$ cat src/rtl/enc_pkg.sv
// Shared definitions for the debounced 4-to-2 priority encoder.
//   state_t   : debounce FSM states (IDLE, SETTLE, ACTIVE, RELEASE)
//   ENC_IN_W  : width of the raw request vector (4)
//   ENC_OUT_W : width of the encoded index (2)
//   prio4()   : highest-set-bit index of a 4-bit vector, A[3] wins
package enc_pkg;

  localparam int ENC_IN_W  = 4;
  localparam int ENC_OUT_W = 2;

  typedef enum logic [1:0] {
    IDLE    = 2'd0,
    SETTLE  = 2'd1,
    ACTIVE  = 2'd2,
    RELEASE = 2'd3
  } state_t;

  // All-zero input maps to 0; callers only use the result for non-zero input.
  function automatic logic [ENC_OUT_W-1:0] prio4(input logic [ENC_IN_W-1:0] a);
    logic [ENC_OUT_W-1:0] r;
    casez (a)
      4'b1???: r = 2'd3;
      4'b01??: r = 2'd2;
      4'b001?: r = 2'd1;
      default: r = 2'd0;
    endcase
    return r;
  endfunction

endpackage

$ cat src/rtl/input_sync.sv
// Multi-flop synchronizer for the raw 4-bit request vector.
//   clk : system clock
//   rst : asynchronous active-high reset, clears every stage
//   d   : raw asynchronous input
//   q   : d delayed by SYNC_STAGES flops
module input_sync
  import enc_pkg::*;
#(
  parameter int SYNC_STAGES = 2
) (
  input  logic                clk,
  input  logic                rst,
  input  logic [ENC_IN_W-1:0] d,
  output logic [ENC_IN_W-1:0] q
);

  logic [SYNC_STAGES-1:0][ENC_IN_W-1:0] chain_p0;

  always_ff @(posedge clk or posedge rst) begin
    if (rst) begin
      chain_p0 <= '0;
    end else begin
      chain_p0 <= {chain_p0[SYNC_STAGES-2:0], d};
    end
  end

  assign q = chain_p0[SYNC_STAGES-1];

endmodule

$ cat src/rtl/encoder42_debounced.sv
// Debounced sequential 4-to-2 priority encoder for board switches/buttons.
// The raw vector is synchronized, debounced by a four-state FSM, and the
// highest active bit of the accepted value is presented as a 2-bit code.
//   clk    : system clock, all state on rising edge
//   rst    : asynchronous active-high reset
//   A      : raw request lines, A[3] highest priority
//   Y      : encoded index of the accepted request (holds after release)
//   valid  : high while an accepted non-zero input is held
//   strobe : one-cycle pulse when Y/valid take a newly accepted code
//   multi  : (only with ENC_MULTI_ERR_EN defined) accepted value had more
//            than one bit set; updated on each strobe, cleared when valid falls
module encoder42_debounced
  import enc_pkg::*;
#(
  parameter int SYNC_STAGES     = 2,
  parameter int DEBOUNCE_CYCLES = 16
) (
  input  logic                 clk,
  input  logic                 rst,
  input  logic [ENC_IN_W-1:0]  A,
  output logic [ENC_OUT_W-1:0] Y,
  output logic                 valid,
  output logic                 strobe
`ifdef ENC_MULTI_ERR_EN
  ,
  output logic                 multi
`endif
);

  localparam int                CNT_W    = $clog2(DEBOUNCE_CYCLES);
  localparam logic [CNT_W-1:0]  CNT_LAST = CNT_W'(DEBOUNCE_CYCLES - 1);

  logic [ENC_IN_W-1:0] a_s;
  logic [ENC_IN_W-1:0] snap;
  logic [CNT_W-1:0]    cnt;
  state_t              state;

`ifdef ENC_MULTI_ERR_EN
  function automatic logic multi_bits(input logic [ENC_IN_W-1:0] v);
    // Clearing the lowest set bit leaves something only if two or more were set.
    return (v & (v - 1'b1)) != '0;
  endfunction
`endif

  // Stage boundary: raw pins -> synchronized a_s
  input_sync #(
    .SYNC_STAGES(SYNC_STAGES)
  ) u_sync (
    .clk (clk),
    .rst (rst),
    .d   (A),
    .q   (a_s)
  );

  // Stage boundary: a_s -> debounce FSM with registered outputs.
  // cnt only increments when it is below CNT_LAST, so it saturates by construction.
  always_ff @(posedge clk or posedge rst) begin
    if (rst) begin
      state  <= IDLE;
      snap   <= '0;
      cnt    <= '0;
      Y      <= '0;
      valid  <= 1'b0;
      strobe <= 1'b0;
`ifdef ENC_MULTI_ERR_EN
      multi  <= 1'b0;
`endif
    end else begin
      strobe <= 1'b0;
      case (state)
        IDLE: begin
          if (a_s != '0) begin
            snap  <= a_s;
            cnt   <= '0;
            state <= SETTLE;
          end
        end

        SETTLE: begin
          if (a_s == '0) begin
            // valid is only set here if we arrived from ACTIVE/RELEASE; in that
            // case the drop counts as the start of a release, not an abort.
            cnt   <= '0;
            state <= valid ? RELEASE : IDLE;
          end else if (a_s != snap) begin
            snap <= a_s;
            cnt  <= '0;
          end else if (cnt == CNT_LAST) begin
            Y      <= prio4(snap);
            valid  <= 1'b1;
            strobe <= 1'b1;
`ifdef ENC_MULTI_ERR_EN
            multi  <= multi_bits(snap);
`endif
            state  <= ACTIVE;
          end else begin
            cnt <= cnt + 1'b1;
          end
        end

        ACTIVE: begin
          if (a_s == '0) begin
            cnt   <= '0;
            state <= RELEASE;
          end else if (a_s != snap) begin
            snap  <= a_s;
            cnt   <= '0;
            state <= SETTLE;
          end
        end

        RELEASE: begin
          if (a_s == '0) begin
            if (cnt == CNT_LAST) begin
              valid <= 1'b0;
`ifdef ENC_MULTI_ERR_EN
              multi <= 1'b0;
`endif
              state <= IDLE;
            end else begin
              cnt <= cnt + 1'b1;
            end
          end else if (a_s == snap) begin
            // Input bounced back to the held value: keep it, no new strobe.
            state <= ACTIVE;
          end else begin
            snap  <= a_s;
            cnt   <= '0;
            state <= SETTLE;
          end
        end

        default: state <= IDLE;
      endcase
    end
  end

endmodule

$ cat config.mk
export PLATFORM = sky130hd
export DESIGN_NAME = encoder42_debounced
export DESIGN_NICKNAME = d
export VERILOG_FILES = /design/src/rtl/enc_pkg.sv /design/src/rtl/input_sync.sv /design/src/rtl/encoder42_debounced.sv
export SDC_FILE = /design/constraint.sdc
export NUM_CORES = 1
export LEC_CHECK = 0
export ABC_AREA = 1
export CORE_AREA = 2 2 59 61
export CTS_BUF_LIST = sky130_fd_sc_hd__clkbuf_4
export CTS_CLUSTER_SIZE = 40
export DETAILED_ROUTE_END_ITERATION = 10
export DIE_AREA = 0 0 61 63
export SLEW_MARGIN = 25
export SYNTH_ARGS = -nofsm -noshare
export SYNTH_HDL_FRONTEND = slang
export SYNTH_SLANG_ARGS = --single-unit
$ cat constraint.sdc
create_clock -name clk -period 2.5 [get_ports clk]
set_input_delay 0.5 -clock clk [delete_from_list [all_inputs] [get_ports clk]]
set_output_delay 0.5 -clock clk [all_outputs]
set_load 0.02 [all_outputs]
Word-level counts from Yosys, hierarchy flattened
Index checks and enable logic that the tools add are counted.
- register bits: 22
- add/subtract/negate cells: 1
- equality and inequality tests: 23
- mux-type cells: 37
- reductions and logical operators: 10
- bitwise operators: 2
- operator list (operator ; count):
    $mux W4 ; 13
    $mux W2 ; 10
    $ne A2 B2 Y1 const B ; 9
    $pmux W4 S4 ; 1
    $ne A3 B3 Y1 const B ; 5
    $pmux W4 S3 ; 1
    $reduce_and A5 Y1 ; 2
    $mux W1 ; 9
    $pmux W2 S4 ; 1
    $pmux W2 S3 ; 1
    $reduce_and A6 Y1 ; 1
    $add A4 B1 Y4 const B ; 1
    $eq A2 B1 Y1 const B ; 2
    $eq A2 B2 Y1 const B ; 2
    $eq A4 B4 Y1 ; 1
    $eq A4 B4 Y1 const B ; 1
    $logic_not A4 Y1 ; 1
    $ne A4 B4 Y1 ; 1
    $reduce_and A4 Y1 ; 1
    $reduce_bool A4 Y1 ; 1
    $eq A3 B1 Y1 const B ; 1
    $reduce_and A3 Y1 ; 1
    $logic_not A2 Y1 ; 1
    $ne A2 B1 Y1 const B ; 1
    other kinds (4) ; 5

Logic depth before layout (Yosys ltp)
Gate-level depths: netlist (run 1).
- depth in word-level cells: 5
- mapped depth: 10
- depth with buffers taken out: 10

Hierarchy
A second synthesis (run 1) with hierarchy kept.
- cells, all modules: 182
- area total of the unflattened synthesis: 1381.3 um^2
- by module, submodules not included (module ; seq. area each (um^2) ; area an instance (um^2) ; times used ; cells each):
    encoder42_debounced ; 350.3 ; 1147.4 ; 1 ; 169
    input_sync ; 200.2 ; 234.0 ; 1 ; 13

Worst setup path before layout (run 1)
No wires, ideal clock.
- kind: reg2reg
- from: register state[1]
- to: register Y[0]
- arrival time: 1283 ps
- period minus slack after synthesis: 1405 ps
- data required time: 2378 ps
- stages on the path, launching flop included: 9
- path slack: 1095 ps
- cells stage by stage: dfrtp_1 inv_1 ha_1 clkbuf_1 nand2_2 inv_1 nand3_1 nand2_1 o21ai_1
- cells in the longest elaborated chain, start to end: 2
- ends and longest elaborated chain (what ; line ; RTL):
    from (decl) ; encoder42_debounced.sv:36 ; state_t state;
    from (signal assigned) ; encoder42_debounced.sv:84 ; state <= valid ? RELEASE : IDLE;
    $eq A2 B1 Y1 ; encoder42_debounced.sv:70 ; case (state)
    $reduce_and A4 Y1 (no source line) ; - ;
    to (signal assigned) ; encoder42_debounced.sv:89 ; Y <= prio4(snap);
    to (decl) ; encoder42_debounced.sv:21 ; output logic [ENC_OUT_W-1:0] Y,
No other way between the ends.
A chain may end at the register's enable or synchronous reset.

Worst setup path after layout (run 1)
- from: register valid
- to: output valid
- RTL lines (what ; line ; RTL):
    from (decl) ; encoder42_debounced.sv:22 ; output logic valid,
    from (signal assigned) ; encoder42_debounced.sv:63 ; valid <= 1'b0;
    from (signal assigned) ; encoder42_debounced.sv:90 ; valid <= 1'b1;
    from (signal assigned) ; encoder42_debounced.sv:115 ; valid <= 1'b0;
No word-level cell between the ends.

==> summary.txt, run 1 <==
Clocking
  • Htree depth: 1
  • Num CTS Buffers: 3
  • Clock Tree Root: clkbuf_4
  • Clk buf depth: 2
  • # hold bufs at CTS: 0
  • Clock transition at the registers of the reported paths: 0.12 ns
  • Clk sinks: 22
  • Clock latency on the worst-skew pair: 0.31 ns
  • CTS resizes: 0
  • Postcts setup bufs: 0
  • CTS tree: done

Floorplan
  • Number of core rows: 21
  • Initial Utilization: 42.2%
  • I/O Pins: 10
  • Core area: 3230 µm²
  • DIE HEIGHT: 63 µm
  • Die X: 61 µm
  • Die ar.: 3840 µm²

Yosys
  • Synth top area cells: dfrtp_1 40%, nand2_1 15%, ha_1 5.5%, inv_1 4.9%, nand2_4 4.9%
  • Yosys warnings: 0
  • Top cell type's share of synthesized area: 40.3%
  • Synthesized instance count: 171
  • Post-Syn Area: 1370 µm²
  • Syn Nets: 183
  • Syn_area_per_cell: 7.98 µm²
  • Synth Register Bits: 22
  • Sequential fraction of the synthesis area: 40.3%
  • Largest area contributor in the netlist: dfrtp_1
  • Netlist cell types: 24

Worst setup path
  • Crit-path cells: clkdlybuf4s50_1
  • Crit-path leading delay family: buffers and inverters
  • Critical Path Sink Type: output port
  • WP data arrival: 1.36 ns
  • Crit path max fanout: 4
  • Critical path class: reg2out
  • CP startpoint: valid
  • WP data required: 2.00 ns
  • Slowest stage delay, CP: 0.63 ns
  • Crit-path slowest cell: clkdlybuf4s50_1
  • Worst path buffer plus inverter count: 1
  • Critical path launch point type: register
  • Worst r2r src: cnt[0]

Finish
  • Multi-input gate area: 707 µm²
  • # diodes: 0
  • FF+latch area: 551 µm²
  • Commonest non-fill, non-tap cell in the layout: nand2_1
  • Non-Filler Instances: 229
  • Commonest cells after routing, fill and taps aside: 56 x nand2_1, 22 x dfrtp_1, 18 x inv_1
  • Nets: 196
  • FILL cells: 316
  • Layout area overhead: 14.4%
  • Proportion of layout cells with a drive suffix above 1: 17.5%

Timing
  • RSZ-0062 raised after global routing: no
  • Slew @ Worst Pin: 0.800 ns
  • Min cycle time layout: 1.86 ns
  • Final setup TNS: 0 ns
  • Fin. Hold Viols: 0
  • Max_slew headroom: 46.6%
  • Final setup vio count: 0
  • Post-Route Skew: 0.00189 ns
  • Ratio of final minimum period to clock period: 74.4%
  • Fmax: 0.538 GHz
  • Max-slew violations: 0

Hold path
  • Worst hold path startpoint: u_sync.chain_p0[1]
  • Hold crit path type: reg2reg

GRT
  • Initial antenna violation count: 0
  • First-pass GRT wire length: 4310 µm
  • Largest net degree at the start of global routing: 23
  • Vias in the first global route: 938
  • Global route overflow: 0
  • Global-route usage over all layers: 14.8%

Placed design
  • PortBufs: 9
  • Gpl congestion: 0.849
  • Hpwl dp: 1980 µm
  • Inst Count DP: 225

Routing
  • DRT iter0 DRCs: 46
  • DR WL/cell: 10.9 µm
  • Post-DRT Antenna Nets: 0
  • DRT Pass-1 Iters: 4
  • DRC viols: 0
  • Total number of vias: 1059
  • DR vias/cell: 4.62
  • Final wirelength: 2490 µm

Pwr
  • Maximum VDD drop: 0.000487 V
  • PD cells: 712 nW/µm²
  • Lkg Pwr: 0.803 nW

Run status
  • Status: finished clean

Run
  • Max-Cap Viols: 0
[path summary, 6_finish.rpt]
check,endpoint,slack (ns),cells after the start
hold / removal,u_sync.q[1],0.36,0
max in group asynchronous,snap[1],1.38,2
setup reg to reg,state[0],0.95,8
min in group asynchronous,cnt[2],0.62,2
setup / recovery,valid,0.64,1
hold reg to reg,u_sync.q[1],0.36,0
[cell families after synthesis]
kind of cell | Yosys count | share of synthesized area (%)
AO/OA/AOI/OAI | 15 | 6.32
XOR/XNOR | 3 | 1.93
adder cells (fa/ha/maj) | 6 | 5.50
buffers and inverters | 26 | 7.88
flip-flops | 22 | 40.3
AND/OR/NAND/NOR | 99 | 38.0
[registers in the layout (all words and copies together), names as in the netlist]
| name | flops |
|---|---|
| strobe | 1 |
| Y | 2 |
| snap | 4 |
| u_sync.chain_p0 | 4 |
| valid | 1 |
| cnt | 4 |
| state | 2 |
| u_sync.q | 4 |
[cell usage after synthesis]
master	number
xnor2_1	2
nor2_2	2
nand4_1	2
nand2_4	6
o21ai_1	7
nand2_2	5
clkbuf_1	1
nand3_4	1
inv_4	1
a21oi_1	3
nor2_8	1
nor2_4	4
xor2_1	1
o21ai_4	1
o21ai_0	4
ha_1	6
nand3_2	1
nand2_1	56
nor2_1	10
dfrtp_1	22
inv_8	1
inv_2	5
inv_1	18
nand3_1	11
[where the power goes]
part | switching (mW) | internal, mW | total (mW)
Sequential | 0.0392 | 0.391 | 0.430
Combinational | 0.259 | 0.149 | 0.408
Clock | 0.111 | 0.162 | 0.273
[through the flow]
step | power, mW | instance area [µm²] | setup WS, ns | hold WS, ns | util [%]
after global routing | 1.20 | 1560 | 0.587 | 0.378 | 48.3
after CTS | 1.12 | 1560 | 0.632 | 0.368 | 48.3
final | 1.11 | 1560 | 0.641 | 0.364 | 48.3
after detailed placement | 0.845 | 1510 | 0.934 | 0.338 | 46.7
after global placement | 0.838 | 1510 | 0.974 | 0.332 | 46.7
after floorplan | 0.773 | 1370 | 1.10 | 0.331 | -
[area by class of cell]
| class | instances | area share (%) |
|---|---|---|
| Clock inverter | 1 | 1.92 |
| Tap cell | 46 | 3.69 |
| Inverter | 25 | 6.65 |
| Timing Repair Buffer | 9 | 5.77 |
| Clock buffer | 3 | 1.44 |
| Multi-Input combinational cell | 123 | 45.3 |
| Sequential cell | 22 | 35.3 |
[layer usage]
metal / share of wire [%] / wire length [µm] / track usage (%) / vias up
met5: 0 / 0 / 0 / -
met1: 50 / 1240 / 21.9 / 481
li1: - / - / - / 555
met3: 2.7 / 67 / 2.28 / 4
met4: 1.2 / 29 / 4.89 / 0
met2: 46 / 1150 / 21.8 / 19
Power figures use the tool's default switching activity.
==> run 2: changes to the inputs <==
==> constraint.sdc (replaced) <==
create_clock -name clk -period 1.5 [get_ports clk]
set_input_delay 0.3 -clock clk [delete_from_list [all_inputs] [get_ports clk]]
set_output_delay 0.3 -clock clk [all_outputs]
set_load 0.02 [all_outputs]
==> summary.txt, run 2 (synthesis results as in run 1) <==
Worst setup path
  • Crit-path leading delay family: flip-flops
  • Critical path class: reg2reg
  • Crit-path cells: buf_4 -> ha_4 -> nand2_2 -> inv_1 -> a21oi_1 -> nand2_2 -> nand2_1 -> nand2_1
  • WP data arrival: 1.64 ns (+0.28 ns)
  • Worst r2r src: state[0]
  • Critical Path Sink Type: register
  • Crit Reg-Reg Endpoint: state[1]
  • Slowest stage delay, CP: 0.46 ns (-0.17 ns)
  • Critical path launch point type: register
  • Worst path buffer plus inverter count: 2 (+1)
  • Crit path max fanout: 8 (+4)
  • Flop2flop setup slack: 0.06 ns (-0.89 ns)
  • R2r worst-path depth: 8 (unchanged)
  • WP data required: 1.70 ns (-0.30 ns)
  • Crit-path slowest cell: dfrtp_2

Timing
  • Final setup TNS: 0 ns (unchanged)
  • Fmax: 0.696 GHz
  • Max_slew headroom: 80.9% (+34 points)
  • Post-Route Skew: 0.00205 ns (+0.000161 ns)
  • Fin. Hold Viols: 0 (unchanged)
  • Min cycle time layout: 1.44 ns
  • Final setup vio count: 0 (unchanged)
  • Max-slew violations: 0 (unchanged)
  • Ratio of final minimum period to clock period: 95.8%
  • Slew @ Worst Pin: 0.286 ns (-0.514 ns)
  • RSZ-0062 raised after global routing: yes

Clocking
  • Clk sinks: 22 (unchanged)
  • Clk buf depth: 2 (unchanged)
  • Htree depth: 1 (unchanged)
  • Clock transition at the registers of the reported paths: 0.12 ns (about the same)
  • CTS tree: done
  • Clock Tree Root: clkbuf_4
  • Num CTS Buffers: 3 (unchanged)
  • Clock latency on the worst-skew pair: 0.29 ns (-0.02 ns)

Floorplan
  • Die ar.: 3840 µm² (unchanged)
  • DIE HEIGHT: 63 µm (unchanged)
  • Number of core rows: 21 (unchanged)
  • Die X: 61 µm (unchanged)
  • Core area: 3230 µm² (unchanged)
  • I/O Pins: 10 (unchanged)
  • Initial Utilization: 42.2% (unchanged)

Placed design
  • Hpwl dp: 2020 µm (+2.3%)
  • Inst Count DP: 228 (+1.3%)
  • PortBufs: 9 (unchanged)
  • Gpl congestion: 0.830 (-2.2%)

Finish
  • Commonest non-fill, non-tap cell in the layout: nand2_1
  • Layout area overhead: 20.7%
  • Proportion of layout cells with a drive suffix above 1: 31.4% (+14 points)
  • # diodes: 0 (unchanged)
  • Final Util: 51.0% (+2.7 points)
  • Commonest cells after routing, fill and taps aside: 54 x nand2_1, 17 x dfrtp_1, 15 x inv_1
  • Nets: 202 (+3.1%)
  • Non-Filler Instances: 234 (+2.2%)

Routing
  • Final wirelength: 2610 µm (+4.9%)
  • DRC viols: 0 (unchanged)
  • DR vias/cell: 4.58 (-0.94%)
  • Post-DRT Antenna Nets: 0 (unchanged)
  • DRT iter0 DRCs: 11 (-76%)
  • DRT Pass-1 Iters: 4 (unchanged)
  • Total number of vias: 1072 (+1.2%)
  • DR WL/cell: 11.2 µm (+2.6%)

Hold path
  • Hold crit path type: in2async

GRT
  • Initial antenna violation count: 0 (unchanged)
  • Vias in the first global route: 1077 (+15%)
  • Largest net degree at the start of global routing: 23 (unchanged)
  • Global-route usage over all layers: 16.4% (+1.6 points)
  • First-pass GRT wire length: 4860 µm (+13%)
  • Global route overflow: 0 (unchanged)

Run status
  • Status: finished clean

Pwr
  • Maximum VDD drop: 0.000592 V (+22%)
  • PD cells: 1090 nW/µm² (+54%)
  • Lkg Pwr: 0.829 nW (+3.3%)

Run
  • Max-Cap Viols: 0 (unchanged)
[run 2: cell count changes in the layout (fill, tap and decap cells not counted), moves of 4 or more]
cell	before	now
dlygate4sd2_1	0	4
nor2_2	2	6
dfrtp_2	0	5
clkdlybuf4s50_1	9	5
dfrtp_1	22	17
buf_4	0	6
nor2_1	10	5
ha_1	6	2
[run 2: worst min-delay path: cells and delay by family]
kind / cells / cell delay [ns]
buffers and inverters: 3 / 0.72
[run 2: stage by stage]
| stage | worst slack, ns | hold slack (ns) | area, µm² | power [mW] |
|---|---|---|---|---|
| after floorplan | 0.0951 | 0.289 | 1370 | 1.29 |
| after global placement | -0.0286 | 0.333 | 1530 | 1.42 |
| after detailed placement | -0.0882 | 0.340 | 1530 | 1.43 |
| after CTS | 0.0157 | 0.323 | 1560 | 1.71 |
| after global routing | -0.0226 | 0.334 | 1650 | 1.97 |
| final | 0.0631 | 0.321 | 1650 | 1.80 |
[run 2: power by group]
group / switching (mW) / internal (mW) / total (mW)
combinational: 0.479 / 0.326 / 0.805
clock: 0.170 / 0.0934 / 0.263
sequential: 0.0753 / 0.657 / 0.733
[run 2: metal layers]
layer	GRT usage (%)	routed length (µm)	vias to the layer above
met1	23.1	1240	502
met5	0	0	-
met3	2.90	64	2
met4	3.26	24	0
li1	-	-	559
met2	26.1	1290	9
[run 2: worst max-delay path by stage]
stage / startpoint / end / slack, ns / depth (start not counted)
CTS: u_sync.q[0] / state[1] / 0.02 / 8
floorplan: state[1] / Y[0] / 0.1 / 8
global placement: state[1] / Y[0] / -0.03 / 7
detailed placement: state[1] / Y[0] / -0.09 / 7
finish: state[0] / state[1] / 0.06 / 8
global route: u_sync.q[2] / Y[0] / -0.02 / 9
[run 2: area by class of cell]
| class | instances | area (µm²) |
|---|---|---|
| tap | 46 | 57.6 |
| timing repair buffer | 15 | 130 |
| inverter | 25 | 104 |
| clock buffer | 3 | 22.5 |
| multi-input combinational | 123 | 777 |
| sequential | 22 | 557 |
| fill | 330 | 1580 |
[run 2: timing repair]
| item | 4_1_cts | 5_1_grt |
|---|---|---|
| endpoints found under the setup margin | 7 | 14 |
| pin swaps | 0 | 4 |
| resized for setup | 6 | 23 |
| hold buffers | 0 | 0 |
| gates cloned | 0 | 0 |
| buffers inserted | 0 | 3 |
